[src/rtl/ysyx_24070017_rf_mp.sv]
// ysyx_24070017_rf_mp: multi-ported general-purpose register file for the NPC core.
// It provides addressed read and write ports and optional write-to-read forwarding.
// It also keeps a per-register busy scoreboard that the issue stage uses to detect
// RAW hazards against writebacks that are still in flight.
module ysyx_24070017_rf_mp #(
    parameter int WORD_LENGTH = 32,
    parameter int REG_NUM     = 32,
    parameter int ADDR_W      = (REG_NUM > 1) ? $clog2(REG_NUM) : 1,
    parameter int NR_READ     = 2,
    parameter int NR_WRITE    = 1,
    parameter bit BYPASS      = 1'b1,
    parameter bit ZERO_REG    = 1'b1
) (
    input  logic                            clk,
    input  logic                            rst,
    input  logic [NR_READ*ADDR_W-1:0]       raddr,
    output logic [NR_READ*WORD_LENGTH-1:0]  rdata,
    output logic [NR_READ-1:0]              rbusy,
    input  logic [NR_WRITE-1:0]             wen,
    input  logic [NR_WRITE*ADDR_W-1:0]      waddr,
    input  logic [NR_WRITE*WORD_LENGTH-1:0] wdata,
    input  logic                            set_en,
    input  logic [ADDR_W-1:0]               set_addr,
    output logic [REG_NUM-1:0]              busy
);

    // Lowest register that has storage. With ZERO_REG, x0 is a constant and has no flops.
    localparam int FIRST = ZERO_REG ? 1 : 0;

    logic [WORD_LENGTH-1:0] regs   [FIRST:REG_NUM-1];
    logic                   wr_hit [FIRST:REG_NUM-1];
    logic [WORD_LENGTH-1:0] wr_val [FIRST:REG_NUM-1];
    logic [REG_NUM-1:0]     busy_q;

    // Resolve all write ports per register. A later (higher-index) port overrides
    // an earlier one. Invalid addresses and x0 never match a stored register.
    // Reset suppresses every write.
    always_comb begin
        for (int i = FIRST; i < REG_NUM; i++) begin
            // NOTE: every combinational output gets a default before any condition, so no latch is inferred.
            wr_hit[i] = 1'b0;
            wr_val[i] = '0;
            for (int k = 0; k < NR_WRITE; k++) begin
                if (!rst && wen[k] && waddr[k*ADDR_W +: ADDR_W] == ADDR_W'(i)) begin
                    wr_hit[i] = 1'b1;
                    wr_val[i] = wdata[k*WORD_LENGTH +: WORD_LENGTH];
                end
            end
        end
    end

    // Register storage: clear on reset, otherwise take the winning write.
    always_ff @(posedge clk) begin
        for (int i = FIRST; i < REG_NUM; i++) begin
            // NOTE: the array is cleared on reset because software expects zeroed
            // registers after rst. Non-blocking assignments keep every element
            // updating from pre-edge values.
            if (rst) begin
                regs[i] <= '0;
            end else if (wr_hit[i]) begin
                regs[i] <= wr_val[i];
            end
        end
    end

    // Scoreboard: a new issue (set) beats a completing writeback (clear) on the same register.
    always_ff @(posedge clk) begin
        if (rst) begin
            busy_q <= '0;
        end else begin
            for (int i = FIRST; i < REG_NUM; i++) begin
                if (set_en && set_addr == ADDR_W'(i)) begin
                    busy_q[i] <= 1'b1;
                end else if (wr_hit[i]) begin
                    busy_q[i] <= 1'b0;
                end
            end
        end
    end

    // Published scoreboard. With ZERO_REG, x0 is hard-wired not busy.
    always_comb begin
        busy = busy_q;
        if (ZERO_REG) begin
            busy[0] = 1'b0;
        end
    end

    // Read ports. An out-of-range address or x0 matches nothing and reads 0 / not busy.
    // When a same-cycle write hits the addressed register, its data is forwarded
    // and the register is reported as not busy.
    always_comb begin
        rdata = '0;
        rbusy = '0;
        for (int p = 0; p < NR_READ; p++) begin
            for (int i = FIRST; i < REG_NUM; i++) begin
                if (raddr[p*ADDR_W +: ADDR_W] == ADDR_W'(i)) begin
                    if (BYPASS && wr_hit[i]) begin
                        rdata[p*WORD_LENGTH +: WORD_LENGTH] = wr_val[i];
                        rbusy[p]                            = 1'b0;
                    end else begin
                        rdata[p*WORD_LENGTH +: WORD_LENGTH] = regs[i];
                        rbusy[p]                            = busy_q[i];
                    end
                end
            end
        end
    end

endmodule

[config.mk]
export PLATFORM = sky130hd
export DESIGN_NAME = ysyx_24070017_rf_mp
export DESIGN_NICKNAME = d
export VERILOG_FILES = /design/src/rtl/ysyx_24070017_rf_mp.sv
export SDC_FILE = /design/constraint.sdc
export NUM_CORES = 2
export LEC_CHECK = 0
export ABC_AREA = 1
export BUFFER_PORTS_ARGS = -buffer_cell sky130_fd_sc_hd__buf_4
export CAP_MARGIN = 20
export CORE_UTILIZATION = 40
export DETAILED_ROUTE_END_ITERATION = 10
export GPL_ROUTABILITY_DRIVEN = 0
export SLEW_MARGIN = 20
export SYNTH_ARGS = -nofsm -noshare
export SYNTH_HDL_FRONTEND = slang
export SYNTH_SLANG_ARGS = --single-unit
[constraint.sdc]
create_clock -name clk -period 3.8 [get_ports clk]
set_input_delay 0.19 -clock clk [delete_from_list [all_inputs] [get_ports clk]]
set_output_delay 0.19 -clock clk [all_outputs]
set_load 0.01 [all_outputs]
**Word level (Yosys, flattened, before mapping)**

Memory sizes are Yosys's and may differ from the RTL's.
Index checks and enable logic that the tools add are counted.

- Flip-flop bits (word level): 31
- Latch bits: 0
- Bits in writable memories: 992
- ROM bits: 0
- Input port bits: 56
- Output and inout port bits: 98
- Word-level logic and storage cells: 626
- Memories kept: 1

- Add/sub/neg operators: 0
- $mul: 0
- Div/mod/pow operators: 0
- Order comparisons: 0
- Equal/unequal tests: 124
- Shift operators: 0
- Mux-type cells: 405
- Bitwise logic cells: 31
- Reduce and logical (&&, ||, !) cells: 64

Memory list:

| memory | words | width | read ports | clocked after Yosys merged registers in | write ports | line | RTL |
|---|---|---|---|---|---|---|---|
| regs | 31 | 32 | 31 | 0 | 31 | 30 | `logic [WORD_LENGTH-1:0] regs [FIRST:REG_NUM-1];` |

Operators with widths:

| cell | number |
|---|---|
| $mux 32 | 155 |
| $eq 5x5->1 const B | 64 |
| $mux 1 | 250 |
| $eq 5x4->1 const B | 32 |
| $eq 5x3->1 const B | 16 |
| $logic_and 1x1->1 | 63 |
| $eq 5x2->1 const B | 8 |
| $or 1x1->1 | 31 |
| $eq 5x1->1 const B | 4 |
| $logic_not 1->1 | 1 |

**Depth between registers and ports, before layout**

- Word-level depth: 36
- Gate-level depth with buffers: 27
- Depth with buffers taken out: 26

**Worst setup path after synthesis**

OpenSTA, ideal clock, no wires.

- Path type: input to register
- From: in rst
- To: reg, netlist name regs[0][1000]
- Setup time: 389 ps
- Arrival time: 2,246 ps
- Data required time: 3,411 ps
- Path slack: 1,164 ps
- Cell stages on the path: 8
- Buffers on the path: 3
- Cells stage by stage: inv_2 > nand2_1 > nor2_1 > clkbuf_1 > nand2_1 > clkbuf_1 > clkbuf_1 > nand2_1

RTL lines:

| item | line | RTL |
|---|---|---|
| start, declared | 15 | `input logic rst,` |

**Worst setup path after layout**

- From: in rst
- To: out rdata[50]

- Longest elaborated chain between the ends: 36
- Elaborated cells between the ends (all ways): 157
- Those cells by class: mux (124); reduce/logical (33)

RTL lines:

| item | line | RTL |
|---|---|---|
| $logic_not 1->1 (*) | 44 | `if (!rst && wen[k] && waddr[k*ADDR_W +: ADDR_W] == ADDR_W'(i)) begin` |
| $logic_and 1x1->1 (*) | 44 |  |
| $logic_and 1x1->1 | 44 |  |
| $mux 32 or $mux 1 (tied branches) | 44 |  |
| $mux 32 | 98 | `if (BYPASS && wr_hit[i]) begin` |
| $mux 32 (30 in series) | 97 | `if (raddr[p*ADDR_W +: ADDR_W] == ADDR_W'(i)) begin` |
| $mux 32 (*) | 97 |  |
| end, declared | 17 | `output logic [NR_READ*WORD_LENGTH-1:0] rdata,` |

Every way passes the cells marked *; elsewhere a longest branch is shown, timed or not.

==> results_dict.tcl <==
set metrics [dict create \
    cts_root_buf "clkbuf_16" \
    intPower_uw 20900 \
    synthDominantCellAreaShare_pct 48.6 \
    power_frac_seq_pct 44.8 \
    async_flop_share_pct 0 \
    core_area_sq_um 152000 \
    clock_latency_ns 0.77 \
    io_buffers 152 \
    ys.flop_type "edfxtp_1" \
    cts.clk_slew.worst_paths_ns 0.06 \
    netSwitchingFraction_pct 28.5 \
    ys_ff_latch 1023 \
    rrSetupSlack_ns 2.26 \
    fmax_mhz 228 \
    syn_nets 8548 \
    outcome "finished, violations left" \
    hold_class "primary input to flip-flop" \
    yosysSeqAreaShare_pct 49.6 \
    via_per_inst 5.73 \
    synth.avg_cell_area_sq_um 7.21 \
    crit_start "rst" \
    placed_cell_area_sq_um 69600 \
    die_h_um 393 \
    gr-usage-all-layers_pct 32.6 \
    wire_per_inst_um 23.5 \
    io_pins 154 \
    fin_skew_ns 0 \
    die_area_sq_um 155000 \
    syn_to_final_growth_pct 25.7 \
    worst_slew_pin_slew_ns 1.20 \
    crit_cells 27 \
    wirelength_mm 261 \
    vias 63700 \
    ir_drop_uv 394 \
    synth.distinct_cells 30 \
    critPathTopFamily "simple AND/OR/NAND/NOR gates" \
    fin_cells 11100 \
    cpPeakStageDelay_ns 0.33 \
    critPathRequiredTime_ns 3.61 \
    setup_viol 62 \
    timing.rr.end "busy_q[16]" \
    die_w_um 393 \
    power_density_nw_per_um2 381 \
    final-max-slew-violation-count 0 \
    setup_slack_ns -0.590 \
    period_needed_ns 4.39 \
    drive_above_1_share_pct 19.5 \
    synth_most_common_cell "nand2_1" \
    clockBufferDepth 3 \
    fp-row-count 143 \
    overflow 0 \
    cp-end-kind "output pin" \
    yosys-top-cells-area "edfxtp_1, nand2_1, nor2_1" \
    crit_path_end "rdata[50]" \
    htreeDepth 3 \
    synth-edff-count 992 \
    maxSlewHeadroom_pct 19.7 \
    leakagePower_uw 0.0331 \
    dp_hpwl_mm 184 \
    period_share_pct 116 \
    antenna_found_initial 10 \
    violations "negative setup slack" \
    grt_max_degree 71 \
    synth_top_cell_by_area "edfxtp_1" \
    post-route-cell-area_sq_um 77000 \
    numCtsBuffers 114 \
    drc 0 \
    firstDrtPassIters 7 \
    p_comb_share_pct 15.5 \
    crit_top_cell "nand4_1" \
    critPathLaunchType "primary input" \
    netlist_area_sq_um 61300 \
    ant_nets 0 \
    dp_cells 10800 \
    drtIter0Drc 9600 \
    start_util_pct 40.3 \
    rsz0062_at_grt "true" \
    synthCells 8492 \
    grt_pass1_vias 57600 \
    cts_num_sinks 1023 \
    synth.cells.most_frequent "nand2_1, nor2_1, edfxtp_1, o21ai_0, clkbuf_1" \
    slowest_stage "nand4_1" \
    grt_pass1_wl_mm 381 \
    ys_warn_count 0 \
    crit_type "primary input to output pin" \
    path_buf_inv 8 \
    cp_max_fo 8 \
    power_switching_uw 8360 \
    num-nets-final 9046 \
    reg2reg_from "busy_q[16]" \
    r2r_cells 3 \
    cts_tree "built" \
    hold_viol_final 0 \
    crit_arrival_ns 4.20 \
    p_clk_share_pct 39.8 \
    maxCapViolations 0 \
]
==> per-layer routing <==
metal / vias up / share of wire [%] / wire (um) / global-route usage, %
met5: - / 0.017 / 45 / 0
met4: 6 / 5.8 / 15100 / 16.4
met3: 722 / 13 / 33900 / 7.13
met2: 4407 / 42 / 109000 / 47.3
met1: 29800 / 40 / 103000 / 45.7
li1: 28700 / - / - / -
==> cells by family after synthesis <==
logic type / Yosys count / share of synthesized area [%]
AND/OR/NAND/NOR: 5312 / 34.9
flip-flops: 1023 / 49.6
AO/OA/AOI/OAI: 1019 / 8.39
other: 1 / 0.00612
buffers and inverters: 1137 / 7.05
==> registers in the layout, summed over array words and instances, names as in the netlist <==
name	count
busy_q	31
regs	992
==> layout make-up <==
class,instances,area (sq um)
fillers,14300,74900
flip-flops and latches,1023,30400
clock buffers,125,2940
well taps,2030,2540
clock inverters,87,892
diodes,4,10.0
repair buffers,1091,9990
inverters,428,1620
multi-input cells,6332,28600
==> through the flow <==
step	setup slack, ns	power, uW	setup TNS (ns)	hold WS [ns]	utilization [%]
after floorplan	1.16	15200	0	0.259	-
after global placement	-0.809	17400	-32.48	0.491	45.8
after detailed placement	-0.804	17400	-32.60	0.497	45.8
after CTS	-0.547	29100	-16.08	0.00759	50.0
after global routing	-0.712	30000	-27.93	0.0669	50.7
final	-0.590	29300	-20.45	0.0491	50.7
==> power by group through the flow <==
stage          logic, uW  clock network [uW]  registers [uW]
2_1_floorplan       1940                   0           13300
3_3_place_gp        4040                   0           13300
3_5_place_dp        4060                   0           13300
4_1_cts             4290               11700           13100
5_1_grt             4730               12100           13200
6_report            4530               11700           13100
==> worst min-delay path by stage <==
stage	start	endpoint	slack, ns	cells past startpoint
3_5_place_dp	busy_q[9]	busy_q[9]	0.50	2
6_report	wdata[19]	regs[0][307]	0.05	4
3_3_place_gp	busy_q[31]	busy_q[31]	0.49	2
5_1_grt	wdata[19]	regs[0][371]	0.07	4
4_1_cts	wdata[19]	regs[0][307]	0.008	4
2_1_floorplan	rst	busy_q[31]	0.26	1
==> what timing repair did <==
action | in CTS | in global routing
resized for setup | 402 | 298
hold buffers | 95 | 0
gates cloned | 3 | 0
endpoints found under the hold margin | 221 | 0
pin swaps | 276 | 357
setup buffers | 51 | 14
endpoints found under the setup margin | 64 | 66
==> layout by cell type, fill, tap and decap left out, types with 15 or more instances in the layout <==
cell type      synthesis  layout
nand2_2                4     149
clkinv_2               0      24
inv_1                421     385
dfxtp_1               31      31
nand3_1              201     147
nor2_4                 1      43
buf_6                  1      66
bufinv_16              0      15
nand4_1              443     443
buf_12                 0      89
nand2_1             2882    2699
a21oi_2                0      19
nor2_2                 4     197
a21oi_1              106      87
edfxtp_1             992     992
nor2_1              1742    1507
o21ai_2                0      18
inv_2                  4      40
nor3_2                 0      20
o21ai_0              893     853
clkbuf_16              0     115
clkinv_1               3      32
buf_4                  2     821
o21ai_1                6      23
nand3_2                0      48
buf_8                  0      17
nand2_4                2      38
dlygate4sd3_1          0      94
==> tightest hold or removal path, delay by kind of cell <==
kind	cells	cell delay (ns)
buf+inv	3	0.40
simple gates	1	0.09
Power figures use the tool's default switching activity.
